==> src/rtl/mem_ctrl_pkg.sv <==
// rtl/mem_ctrl_pkg.sv - shared widths, constants and state encoding for the memory controller
package mem_ctrl_pkg;

  localparam int ADDR_W   = 32;
  localparam int INSTRLEN = 32;
  localparam int CNT_W    = 5;

  localparam logic [ADDR_W-1:0] IO_BASE_DEFAULT = 32'h30000;

  localparam logic        TRUE   = 1'b1;
  localparam logic        FALSE  = 1'b0;
  localparam logic [31:0] NULL32 = 32'h0;

  localparam logic [1:0] ST_IDLE  = 2'd0;
  localparam logic [1:0] ST_READ  = 2'd1;
  localparam logic [1:0] ST_WRITE = 2'd2;
  localparam logic [1:0] ST_DONE  = 2'd3;

endpackage

==> src/rtl/mem_ctrl_arb.sv <==
// rtl/mem_ctrl_arb.sv - two-way round-robin grant between ICache fills and LSB accesses
module mem_ctrl_arb (
  input  logic clk,
  input  logic rst,
  input  logic icache_req,
  input  logic lsb_req,
  input  logic suppress,
  output logic gnt_icache,
  output logic gnt_lsb
);

  logic lsb_next_q, lsb_next_d;

  always_comb begin
    gnt_lsb    = ~suppress & lsb_req & (~icache_req | lsb_next_q);
    gnt_icache = ~suppress & icache_req & ~gnt_lsb;
    lsb_next_d = lsb_next_q;
    if (gnt_lsb) begin
      lsb_next_d = 1'b0;
    end else if (gnt_icache) begin
      lsb_next_d = 1'b1;
    end
  end

  always_ff @(posedge clk) begin
    if (rst) begin
      lsb_next_q <= 1'b1;
    end else begin
      lsb_next_q <= lsb_next_d;
    end
  end

endmodule

==> src/rtl/mem_ctrl.sv <==
// rtl/mem_ctrl.sv - byte-serial RAM/IO port sequencer shared by ICache fills and LSB loads/stores
module mem_ctrl
  import mem_ctrl_pkg::*;
#(
  parameter int                LINE_BYTES = 4,
  parameter logic [ADDR_W-1:0] IO_BASE    = IO_BASE_DEFAULT
) (
  input  logic                    clk,
  input  logic                    rst,
  input  logic                    rdy,
  input  logic                    icache_req,
  input  logic [ADDR_W-1:0]       icache_addr,
  output logic                    icache_done,
  output logic [8*LINE_BYTES-1:0] icache_data,
  input  logic                    lsb_req,
  input  logic                    lsb_wr,
  input  logic [ADDR_W-1:0]       lsb_addr,
  input  logic [2:0]              lsb_len,
  input  logic [INSTRLEN-1:0]     lsb_wdata,
  output logic                    lsb_done,
  output logic [INSTRLEN-1:0]     lsb_rdata,
  input  logic                    flush,
  input  logic [7:0]              mem_din,
  output logic [7:0]              mem_dout,
  output logic [ADDR_W-1:0]       mem_a,
  output logic                    mem_wr,
  input  logic                    io_buffer_full
);

  localparam int BUF_BYTES = (LINE_BYTES > 4) ? LINE_BYTES : 4;
  localparam int BUF_W     = 8 * BUF_BYTES;

  logic [1:0]              state_q, state_d;
  logic [CNT_W-1:0]        cnt_q, cnt_d;
  logic [CNT_W-1:0]        len_q, len_d;
  logic                    is_icache_q, is_icache_d;
  logic [ADDR_W-1:0]       mem_a_q, mem_a_d;
  logic [7:0]              mem_dout_q, mem_dout_d;
  logic [INSTRLEN-1:0]     wdata_q, wdata_d;
  logic                    wr_q, wr_d;
  logic                    icache_done_q, icache_done_d;
  logic                    lsb_done_q, lsb_done_d;
  logic [8*LINE_BYTES-1:0] icache_data_q, icache_data_d;
  logic [INSTRLEN-1:0]     lsb_rdata_q, lsb_rdata_d;
  logic [BUF_W-1:0]        buf_q, buf_d;
  logic                    stall, arb_suppress, gnt_icache, gnt_lsb;

  assign stall        = io_buffer_full & (mem_a_q >= IO_BASE);
  assign arb_suppress = (state_q != ST_IDLE) | flush | ~rdy;

  assign mem_wr      = wr_q & rdy & ~stall;
  assign mem_a       = mem_a_q;
  assign mem_dout    = mem_dout_q;
  assign icache_done = icache_done_q;
  assign icache_data = icache_data_q;
  assign lsb_done    = lsb_done_q;
  assign lsb_rdata   = lsb_rdata_q;

  mem_ctrl_arb u_arb (
    .clk        (clk),
    .rst        (rst),
    .icache_req (icache_req),
    .lsb_req    (lsb_req),
    .suppress   (arb_suppress),
    .gnt_icache (gnt_icache),
    .gnt_lsb    (gnt_lsb)
  );

  always_comb begin
    state_d       = state_q;
    cnt_d         = cnt_q;
    len_d         = len_q;
    is_icache_d   = is_icache_q;
    mem_a_d       = mem_a_q;
    mem_dout_d    = mem_dout_q;
    wdata_d       = wdata_q;
    wr_d          = wr_q;
    icache_done_d = FALSE;
    lsb_done_d    = FALSE;
    icache_data_d = icache_data_q;
    lsb_rdata_d   = lsb_rdata_q;
    buf_d         = buf_q;

    case (state_q)
      ST_IDLE: begin
        if (gnt_icache) begin
          is_icache_d = TRUE;
          len_d       = CNT_W'(LINE_BYTES);
          cnt_d       = '0;
          mem_a_d     = icache_addr;
          buf_d       = '0;
          state_d     = ST_READ;
        end else if (gnt_lsb) begin
          is_icache_d = FALSE;
          len_d       = {{(CNT_W-3){1'b0}}, lsb_len};
          cnt_d       = '0;
          mem_a_d     = lsb_addr;
          buf_d       = '0;
          if (lsb_wr) begin
            wr_d       = TRUE;
            mem_dout_d = lsb_wdata[7:0];
            wdata_d    = lsb_wdata >> 8;
            state_d    = ST_WRITE;
          end else begin
            state_d = ST_READ;
          end
        end
      end
      ST_READ: begin
        if (flush) begin
          state_d = ST_IDLE;
        end else begin
          // mem_din lags mem_a by one cycle, so count value k+1 lands byte k
          for (int i = 0; i < BUF_BYTES; i++) begin
            if (cnt_q == CNT_W'(i + 1)) begin
              buf_d[8*i +: 8] = mem_din;
            end
          end
          if (cnt_q == len_q) begin
            state_d = ST_DONE;
            if (is_icache_q) begin
              icache_done_d = TRUE;
              icache_data_d = buf_d[8*LINE_BYTES-1:0];
            end else begin
              lsb_done_d  = TRUE;
              lsb_rdata_d = buf_d[INSTRLEN-1:0];
            end
          end else begin
            cnt_d   = cnt_q + CNT_W'(1);
            mem_a_d = mem_a_q + ADDR_W'(1);
          end
        end
      end
      ST_WRITE: begin
        if (!stall) begin
          if (cnt_q == len_q - CNT_W'(1)) begin
            wr_d       = FALSE;
            lsb_done_d = TRUE;
            state_d    = ST_DONE;
          end else begin
            cnt_d      = cnt_q + CNT_W'(1);
            mem_a_d    = mem_a_q + ADDR_W'(1);
            mem_dout_d = wdata_q[7:0];
            wdata_d    = wdata_q >> 8;
          end
        end
      end
      default: begin
        state_d = ST_IDLE;
      end
    endcase
  end

  always_ff @(posedge clk) begin
    if (rst) begin
      state_q       <= ST_IDLE;
      cnt_q         <= '0;
      len_q         <= '0;
      is_icache_q   <= FALSE;
      mem_a_q       <= NULL32;
      mem_dout_q    <= '0;
      wdata_q       <= NULL32;
      wr_q          <= FALSE;
      icache_done_q <= FALSE;
      lsb_done_q    <= FALSE;
      icache_data_q <= '0;
      lsb_rdata_q   <= NULL32;
      buf_q         <= '0;
    end else if (rdy) begin
      state_q       <= state_d;
      cnt_q         <= cnt_d;
      len_q         <= len_d;
      is_icache_q   <= is_icache_d;
      mem_a_q       <= mem_a_d;
      mem_dout_q    <= mem_dout_d;
      wdata_q       <= wdata_d;
      wr_q          <= wr_d;
      icache_done_q <= icache_done_d;
      lsb_done_q    <= lsb_done_d;
      icache_data_q <= icache_data_d;
      lsb_rdata_q   <= lsb_rdata_d;
      buf_q         <= buf_d;
    end
  end

endmodule

==> config.mk <==
export PLATFORM = sky130hd
export DESIGN_NAME = mem_ctrl
export DESIGN_NICKNAME = d
export VERILOG_FILES = /design/src/rtl/mem_ctrl_pkg.sv /design/src/rtl/mem_ctrl_arb.sv /design/src/rtl/mem_ctrl.sv
export SDC_FILE = /design/constraint.sdc
export NUM_CORES = 1
export LEC_CHECK = 0
export CAP_MARGIN = 20
export CORE_UTILIZATION = 53
export CTS_CLUSTER_DIAMETER = 50
export DETAILED_ROUTE_END_ITERATION = 12
export PLACE_DENSITY = 0.89
export SKIP_CTS_REPAIR_TIMING = 1
export SYNTH_ARGS = -nofsm -noshare
export SYNTH_HDL_FRONTEND = slang
export SYNTH_HIERARCHICAL = 1
export SYNTH_SLANG_ARGS = --single-unit
==> constraint.sdc <==
create_clock -name clk -period 6 [get_ports clk]
set_input_delay 1.2 -clock clk [delete_from_list [all_inputs] [get_ports clk]]
set_output_delay 1.2 -clock clk [all_outputs]
set_load 0.05 [all_outputs]
==> qor.yml, run 1 <==
synth-seq-cells: 175
rrSetupSlack_ns: 2.40
setup-tns-final_ns: 0
fin_skew_ns: 0.008690
ir_drop_v: 0.0001894
synth.top_cells.by_count: "176 x nor2_1, 175 x dfxtp_1, 95 x a211oi_1, 83 x mux2i_1, 59 x clkbuf_1"
critical_path.top_delay_family: "simple AND/OR/NAND/NOR gates"
cp.arrival_ns: 4.54
htreeDepth: 4
routed_wl_um: 22550
wl_met3_um: 1491
cts_root_buf: "clkbuf_16"
dp_hpwl_um: 15490
cp_slowest_cell: "clkdlybuf4s50_1"
switching_share: 0.2851
ys.flop_type: "dfxtp_1"
switchingPower_mw: 0.7914
synth_fp_nets: 1091
vias: 8008
synthesis.area_um2: 8265
final_area_um2: 11060
placedInstanceArea_um2: 10500
die_x_um: 126.9
cts_tree: "done"
async_flop_share: 0
io_pins: 222
cp_num_buf_inv: 2
rsz0062_at_grt: "false"
finalCritPeriodShare: 0.6986
grt_max_degree: 77
top_layer: "met4"
synth_top_cell_area_share: 0.4239
fmax_mhz: 238.6
p_leak_nw: 3.577
fin_crit_ns: 4.192
io_buffers: 221
grt_pass1_vias: 7387
rows: 45
nNetsFinal: 1262
clkTransAtPathRegs_ns: 0.06
crit_path_frequent_cell: "a21oi_1"
crit_required_ns: 6.35
path_cells: "clkdlybuf4s50_1 -> nand2_1 -> or2_2 -> nand2b_4 -> a21oi_1 -> nor2_1 -> a21o_1 -> a211oi_1 -> o21ai_2 -> buf_4 -> or4_1 -> a21oi_1"
max_slew_margin: 0.3269
setup_viol: 0
ant_nets: 0
power_frac_seq: 0.443
yosys_warnings: 6
slowest_delay_ns: 0.67
yosysTopAreaCell: "dfxtp_1"
n_antenna_cell: 0
synthCells: 963
fin_hold_ws_ns: 0.4704
die_area_um2: 16100
synth.most_common_cell: "nor2_1"
drive_above_1_share: 0.04969
hold_viol_final: 0
drc: 0
maxCapViolations: 0
die_h_um: 126.9
clkPwrFrac: 0.379
avgRoutedWirePerCell_um: 16.89
via_per_inst: 5.999
crit_type: "in -> reg"
tightest_slew_ns: 1.000
cp-startpoint: "rdy"
grt_usage: 0.2807
clockBufferDepth: 2
ys_types: 58
grt_pass1_wl_um: 36420
cts_buffers: 17
outcome: "finished, final reports clean"
crit_fanout: 34
gp_congestion: 0.8713
r2r_start: "state_q[0]$_SDFFE_PP0P_"
antenna_found_initial: 0
clock_latency_ns: 0.43
grt-ovfl-total: 0
route.met2.wl_um: 11090
drt_iter0_markers: 742
first_pass_iters: 5
cp-end-kind: "flop"
yosys-top-cells-area: "dfxtp_1 42%, mux2i_1 10%, a211oi_1 8.6%"
initial_core_util: 0.5437
cts.sinks: 175
synth_edf_count: 0
core_area_um2: 15200
p_int_mw: 1.985
startpoint_type: "input port"
hp-start: "lsb_done$_SDFFE_PP0P_"
ys_seq_area_frac: 0.4239
wl_met1_um: 9599
slew_violations: 0
syn_area_per_cell_um2: 8.583
area_growth_pct: 33.83
cellPowerDensity_nw_per_um2: 251.0
p_comb_frac: 0.178
hold_path.class: "reg -> reg"
==> tightest hold or removal path, stage by stage (launching register included) <==
cell and delay, ns:
dfxtp_1 0.32, nand2_1 0.05, a21oi_1 0.05
==> power groups by stage <==
| stage | Combinational (mW) | Clock [mW] | Sequential, mW |
|---|---|---|---|
| 2_1_floorplan | 0.231 | 0 | 1.33 |
| 3_3_place_gp | 0.481 | 0 | 1.25 |
| 3_5_place_dp | 0.488 | 0 | 1.25 |
| 4_1_cts | 0.492 | 1.07 | 1.23 |
| 5_1_grt | 0.530 | 1.12 | 1.23 |
| 6_report | 0.495 | 1.05 | 1.23 |
==> stage by stage <==
stage	utilization	instances	power, mW	setup WS, ns
global route	0.7277	1335	2.880	1.649
CTS	0.7277	1335	2.786	1.880
floorplan	-	963	1.559	2.264
detailed placement	0.6909	1303	1.742	1.463
finish	0.7277	1335	2.776	1.808
global placement	0.6909	1303	1.734	1.567
==> metal layers <==
metal  up-vias  track usage
met5         -            0
met1      3787       0.3457
met3        35      0.05652
li1       3851            -
met4         0      0.09874
met2       335       0.4867
==> cells in the final DEF, fill, tap and decap left out, types with 17 or more instances in the layout <==
master,netlist,final
nor2_1,176,174
mux2i_1,83,83
clkdlybuf4s50_1,0,220
a21oi_1,54,53
a211oi_1,95,95
nand3_1,19,19
inv_1,22,22
a22oi_1,32,32
clkbuf_16,0,17
dfxtp_1,175,175
o21ai_0,42,42
nand2_1,35,35
==> final cells by class <==
type / count / area [µm²]
Clock buffer: 22 / 454.2
Clock inverter: 10 / 103.9
Fill cell: 1148 / 4140
Inverter: 23 / 86.33
Multi-Input combinational cell: 684 / 4379
Sequential cell: 175 / 3503
Tap cell: 188 / 235.2
Timing Repair Buffer: 233 / 2300
==> state kept, by name (all words and copies together) (netlist names) <==
signal,flops
buf_q,32
len_q,3
wdata_q,24
lsb_done,1
cnt_q,5
icache_data,32
lsb_rdata,32
mem_a,32
wr_q,1
u_arb/lsb_next_q,1
is_icache_q,1
mem_dout,8
state_q,2
icache_done,1
==> kinds of logic after synthesis <==
family	after synthesis	share of synthesized area
xor gates and xnor gates	7	0.007418
adders and majority gates	13	0.01968
AOI/OAI and AO/OA	275	0.2268
DFF	175	0.4239
buffers and inverters	104	0.04950
and+or+nand+nor	302	0.1668
muxes	87	0.1060
==> path summary, 6_finish.rpt <==
path | endpoint | cells after the start
setup / recovery | cnt_q[4]$_SDFFE_PP0P_ | 12
hold / removal | lsb_done$_SDFFE_PP0P_ | 2
setup reg to reg | cnt_q[4]$_SDFFE_PP0P_ | 13
hold reg to reg | lsb_done$_SDFFE_PP0P_ | 2
Power figures use the tool's default switching activity.
==> run 2: changes to the inputs <==
Settings changed: CORE_UTILIZATION 53 to 49, PLACE_DENSITY 0.89 to 0.84.
Clock period 6 ns to 4.2 ns, I/O delays scaled along.
==> run 2 against run 1 <==
  * First-iteration DRC count is 13% lower
  * Sequential share of layout area is 0.29 points lower
  * Register-to-register slack worse by 1.6 ns
  * Count of clock-buffer cells in the layout is 3 lower
  * Wire length is 2.6% higher
  * Critical path type is now reg -> out
  * Design area is 0.92% higher
  * Sequential power is 43% higher
  * Utilization is 5.2 points lower
  * Final cell count is 2.5% higher
  * Die area is 8.0% higher
  * Power is 44% higher
==> qor.yml, run 2 (same netlist as run 1, synthesis figures left out) <==
n_antenna_cell: 0  # unchanged
outcome: "finished, final reports clean"
pre_cts_ws_ns: 0.4390  # -1.024 ns
dp_cells: 1338  # +2.7%
initial_core_util: 0.5002  # -0.04351
drt_iter0_markers: 645  # -13%
tightest_slew_ns: 0.9795  # -0.02093 ns
crit_fanout: 9  # -74%
clock_latency_ns: 0.43  # about the same
die_h_um: 131.9  # +3.9%
fillers: 1339  # +17%
hold_path.class: "reg -> reg"
max_slew_margin: 0.3409  # +0.01408
antenna_found_initial: 0  # unchanged
setup-tns-final_ns: 0  # unchanged
io_pins: 222  # unchanged
grt_usage: 0.2641  # -0.01659
grt_pass1_wl_um: 37240  # +2.3%
drc: 0  # unchanged
startpoint_type: "flop"
p_leak_nw: 3.605  # +0.77%
fin_cells: 1369  # +2.5%
fmax_mhz: 268.0
cp-end-kind: "output port"
crit_required_ns: 3.36  # -2.99 ns
grt_max_degree: 87  # +13%
cts_buffers: 17  # unchanged
htreeDepth: 4  # unchanged
core_area_um2: 16520  # +8.7%
die_area_um2: 17390  # +8.0%
die_x_um: 131.9  # +3.9%
drive_above_1_share: 0.05396  # +0.004265
rows: 47  # +4.4%
clockBufferDepth: 2  # unchanged
layout_common_cells: "220 x clkdlybuf4s50_1, 175 x dfxtp_1, 174 x nor2_1"
gp_congestion: 0.8509  # -2.3%
dp_hpwl_um: 16120  # +4.1%
slew_violations: 0  # unchanged
setup_viol: 0  # unchanged
finalCritPeriodShare: 0.8884
finalWorstSetupSlack_ns: 0.4687  # -1.340 ns
via_per_inst: 5.733  # -4.4%
fin_crit_ns: 3.731
ant_nets: 0  # unchanged
cts_root_buf: "clkbuf_16"
io_buffers: 221  # unchanged
area_growth_pct: 35.06
rsz0062_at_grt: "false"
grt_pass1_vias: 7346  # -0.56%
first_pass_iters: 5  # unchanged
cellPowerDensity_nw_per_um2: 359.1  # +43%
grt-ovfl-total: 0  # unchanged
vias: 7849  # -2.0%
fin_skew_ns: 0.006910  # -0.001780 ns
ir_drop_v: 0.0003028  # +60%
cts_tree: "done"
nNetsFinal: 1265  # +0.24%
cts.sinks: 175  # unchanged
maxCapViolations: 0  # unchanged
crit_type: "reg -> out"
hold_viol_final: 0  # unchanged
cp.arrival_ns: 2.89  # -1.65 ns
avgRoutedWirePerCell_um: 16.90  # about the same
mostFrequentLayoutCell: "clkdlybuf4s50_1"
clkTransAtPathRegs_ns: 0.07  # about the same
routed_wl_um: 23140  # +2.6%
-- run 2: cell count changes in the layout (fill, tap and decap cells not counted) --
| cell | delta |
|---|---|
| clkinv_2 | -1 |
| buf_4 | +1 |
| clkinvlp_4 | +1 |
| clkbuf_1 | -3 |
| inv_8 | +2 |
| buf_12 | +2 |
-- run 2: final timing paths --
| kind | start | to | slack, ns | depth (start not counted) |
|---|---|---|---|---|
| worst max-delay path | mem_a[23]$_SDFFE_PP0P_ | mem_wr | 0.47 | 4 |
| worst min-delay path | lsb_done$_SDFFE_PP0P_ | lsb_done$_SDFFE_PP0P_ | 0.48 | 2 |
| worst max register to register | state_q[0]$_SDFFE_PP0P_ | mem_a[29]$_SDFFE_PP0P_ | 0.84 | 13 |
| worst min register to register | lsb_done$_SDFFE_PP0P_ | lsb_done$_SDFFE_PP0P_ | 0.48 | 2 |
-- run 2: stage by stage --
stage                     instance area (µm²)  utilization  total power [mW]  hold slack [ns]
after floorplan                          8265            -             2.227           0.4491
after global placement                  10590       0.6409             2.482           0.4595
after detailed placement                10590       0.6409             2.496           0.4708
after CTS                               11160       0.6756             4.028           0.4826
after global routing                    11160       0.6756             4.164           0.5038
final                                   11160       0.6756             4.009           0.4780
-- run 2: power breakdown --
group          leakage, nW  total (mW)  switching, mW  internal, mW
clock network        0.268        1.54          0.695         0.847
logic                 1.92       0.711          0.418         0.293
registers             1.41        1.76         0.0510          1.70
-- run 2: layout make-up --
class	count	area, µm²	share of cell area
Inverter	23	86.33	0.007734
Clock inverter	12	128.9	0.01154
Timing Repair Buffer	236	2347	0.2103
Sequential cell	175	3503	0.3138
Clock buffer	19	442.9	0.03968
Tap cell	220	275.3	0.02466
Multi-Input combinational cell	684	4379	0.3923
-- run 2: worst max-delay path, cell delays in order (launching register included) --
cell             delay, ns
dfxtp_1               0.40
or4_4                 0.56
o41ai_4               0.45
and3_1                0.21
clkdlybuf4s50_1       0.83
-- run 2: metal layers --
| metal | up-vias | global-route usage | wire length (µm) |
|---|---|---|---|
| met4 | 0 | 0.07558 | 354 |
| met1 | 3677 | 0.3345 | 10030 |
| met3 | 32 | 0.06344 | 1429 |
| met5 | - | 0 | 0 |
| met2 | 295 | 0.4459 | 11320 |
| li1 | 3845 | - | - |
==> run 3: changes to the inputs <==
Settings changed: CELL_PAD_IN_SITES_DETAIL_PLACEMENT set to 0, CELL_PAD_IN_SITES_GLOBAL_PLACEMENT set to 1, CORE_UTILIZATION 49 to 36, CTS_CLUSTER_DIAMETER 50 to 100.
==> run 3 against run 2 <==
  * Count of clock-buffer cells in the layout did not move
  * Wire length rose by 2.3%
  * Sequential power barely moved
  * Design area rose by 1.3%
  * Utilization fell by 17 points
  * Fmax fell by 1.1%
  * Via count fell by 1.9%
==> qor.yml, run 3 (same netlist as run 1, synthesis figures left out) <==
outcome: "finished, final reports clean"
switching_share: 0.2920  # +0.001701
setup-tns-final_ns: 0  # unchanged
setup_viol: 0  # unchanged
finalCritPeriodShare: 0.8983  # +0.009915
clkPwrFrac: 0.400  # +0.015
cts.sinks: 175  # unchanged
area_growth_pct: 36.78
tightest_slew_ns: 1.014  # +0.03475 ns
rsz0062_at_grt: "false"
nNetsFinal: 1265  # unchanged
fin_skew_ns: 0.01238  # +0.005470 ns
gp_congestion: 0.8123  # -4.5%
die_h_um: 153.5  # +16%
cts_tree: "done"
fmax_mhz: 265.0  # -1.1%
hold_path.class: "reg -> reg"
final_area_um2: 11310  # +1.3%
first_pass_iters: 5  # unchanged
p_comb_frac: 0.174  # -0.003
die_x_um: 153.5  # +16%
grt-ovfl-total: 0  # unchanged
slew_violations: 0  # unchanged
routed_wl_um: 23670  # +2.3%
cellPowerDensity_nw_per_um2: 364.8  # +1.6%
cts_buffers: 17  # unchanged
p_leak_nw: 3.634  # +0.81%
drive_above_1_share: 0.05565  # +0.001692
crit_required_ns: 3.36  # about the same
initial_core_util: 0.3662  # -0.1340
cp.arrival_ns: 2.93  # +0.04 ns
drc: 0  # unchanged
cp-end-kind: "output port"
cts_root_buf: "clkbuf_16"
fin_hold_ws_ns: 0.4732  # -0.004741 ns
grt_max_degree: 93  # +6.9%
hold_viol_final: 0  # unchanged
p_int_mw: 2.919  # +2.6%
rows: 55  # +17%
clock_latency_ns: 0.43  # about the same
fin_cells: 1436  # +4.9%
avgRoutedWirePerCell_um: 16.49  # -2.5%
p_total_mw: 4.124  # +2.9%
layout_common_cells: "220 x clkdlybuf4s50_1, 175 x dfxtp_1, 174 x nor2_1"
max_slew_margin: 0.3176  # -0.02338
vias: 7703  # -1.9%
clkTransAtPathRegs_ns: 0.07  # about the same
io_pins: 222  # unchanged
grt_pass1_vias: 7370  # +0.33%
pre_cts_ws_ns: 0.6197  # +0.1807 ns
via_per_inst: 5.364  # -6.4%
switchingPower_mw: 1.204  # +3.5%
dp_cells: 1403  # +4.9%
placedInstanceArea_um2: 10690  # +0.91%
maxCapViolations: 0  # unchanged
antenna_found_initial: 1  # +1
power_frac_seq: 0.425  # -0.013
die_area_um2: 23570  # +36%
dp_hpwl_um: 16440  # +2.0%
io_buffers: 221  # unchanged
core_area_um2: 22570  # +37%
ir_drop_v: 0.0002651  # -12%
startpoint_type: "flop"
final_core_util: 0.5009  # -0.1747
drt_iter0_markers: 455  # -29%
clockBufferDepth: 2  # unchanged
ant_nets: 0  # unchanged
grt_pass1_wl_um: 38480  # +3.3%
grt_usage: 0.2015  # -0.06260
finalWorstSetupSlack_ns: 0.4270  # -0.04164 ns
fin_crit_ns: 3.773  # +0.04164 ns
htreeDepth: 4  # unchanged
crit_type: "reg -> out"
mostFrequentLayoutCell: "clkdlybuf4s50_1"
crit_fanout: 9  # unchanged
-- run 3: cell count changes in the layout (fill, tap and decap cells not counted), moves of 2 or more --
cell,change
clkinv_8,+2
clkinv_4,+2
clkinvlp_4,-3
inv_8,-2
-- run 3: critical path, stage by stage, from the launching register on --
cell,delay [ns]
dfxtp_1,0.41
or4_4,0.57
o41ai_4,0.47
and3_1,0.21
clkdlybuf4s50_1,0.83
-- run 3: layout make-up --
cell class	count	area (µm²)
antenna	1	2.502
clock buffer	19	442.9
clock inverter	13	172.7
fill	2168	11270
inverter	23	86.33
multi-input combinational	684	4382
sequential	175	3503
tap	285	356.6
timing repair buffer	236	2360
-- run 3: path summary, 6_finish.rpt --
check	startpoint	endpoint	slack, ns	cells after the start
setup reg to reg	state_q[0]$_SDFFE_PP0P_	mem_a[29]$_SDFFE_PP0P_	1.09	13
hold reg to reg	lsb_done$_SDFFE_PP0P_	lsb_done$_SDFFE_PP0P_	0.47	2
hold / removal	lsb_done$_SDFFE_PP0P_	lsb_done$_SDFFE_PP0P_	0.47	2
setup / recovery	mem_a[23]$_SDFFE_PP0P_	mem_wr	0.43	4
-- run 3: power by group through the flow --
stage | Clock, mW | Sequential [mW] | Combinational [mW]
6_report | 1.65 | 1.75 | 0.719
5_1_grt | 1.75 | 1.76 | 0.779
4_1_cts | 1.68 | 1.75 | 0.722
3_5_place_dp | 0 | 1.79 | 0.720
3_3_place_gp | 0 | 1.79 | 0.715
2_1_floorplan | 0 | 1.90 | 0.329
-- run 3: metal layers --
layer | global-route usage | vias to the layer above | part of all wire
li1 | - | 3849 | -
met4 | 0.05857 | 0 | 0.013
met1 | 0.2603 | 3608 | 0.45
met2 | 0.3318 | 223 | 0.47
met5 | 0 | - | 0
met3 | 0.04989 | 23 | 0.063
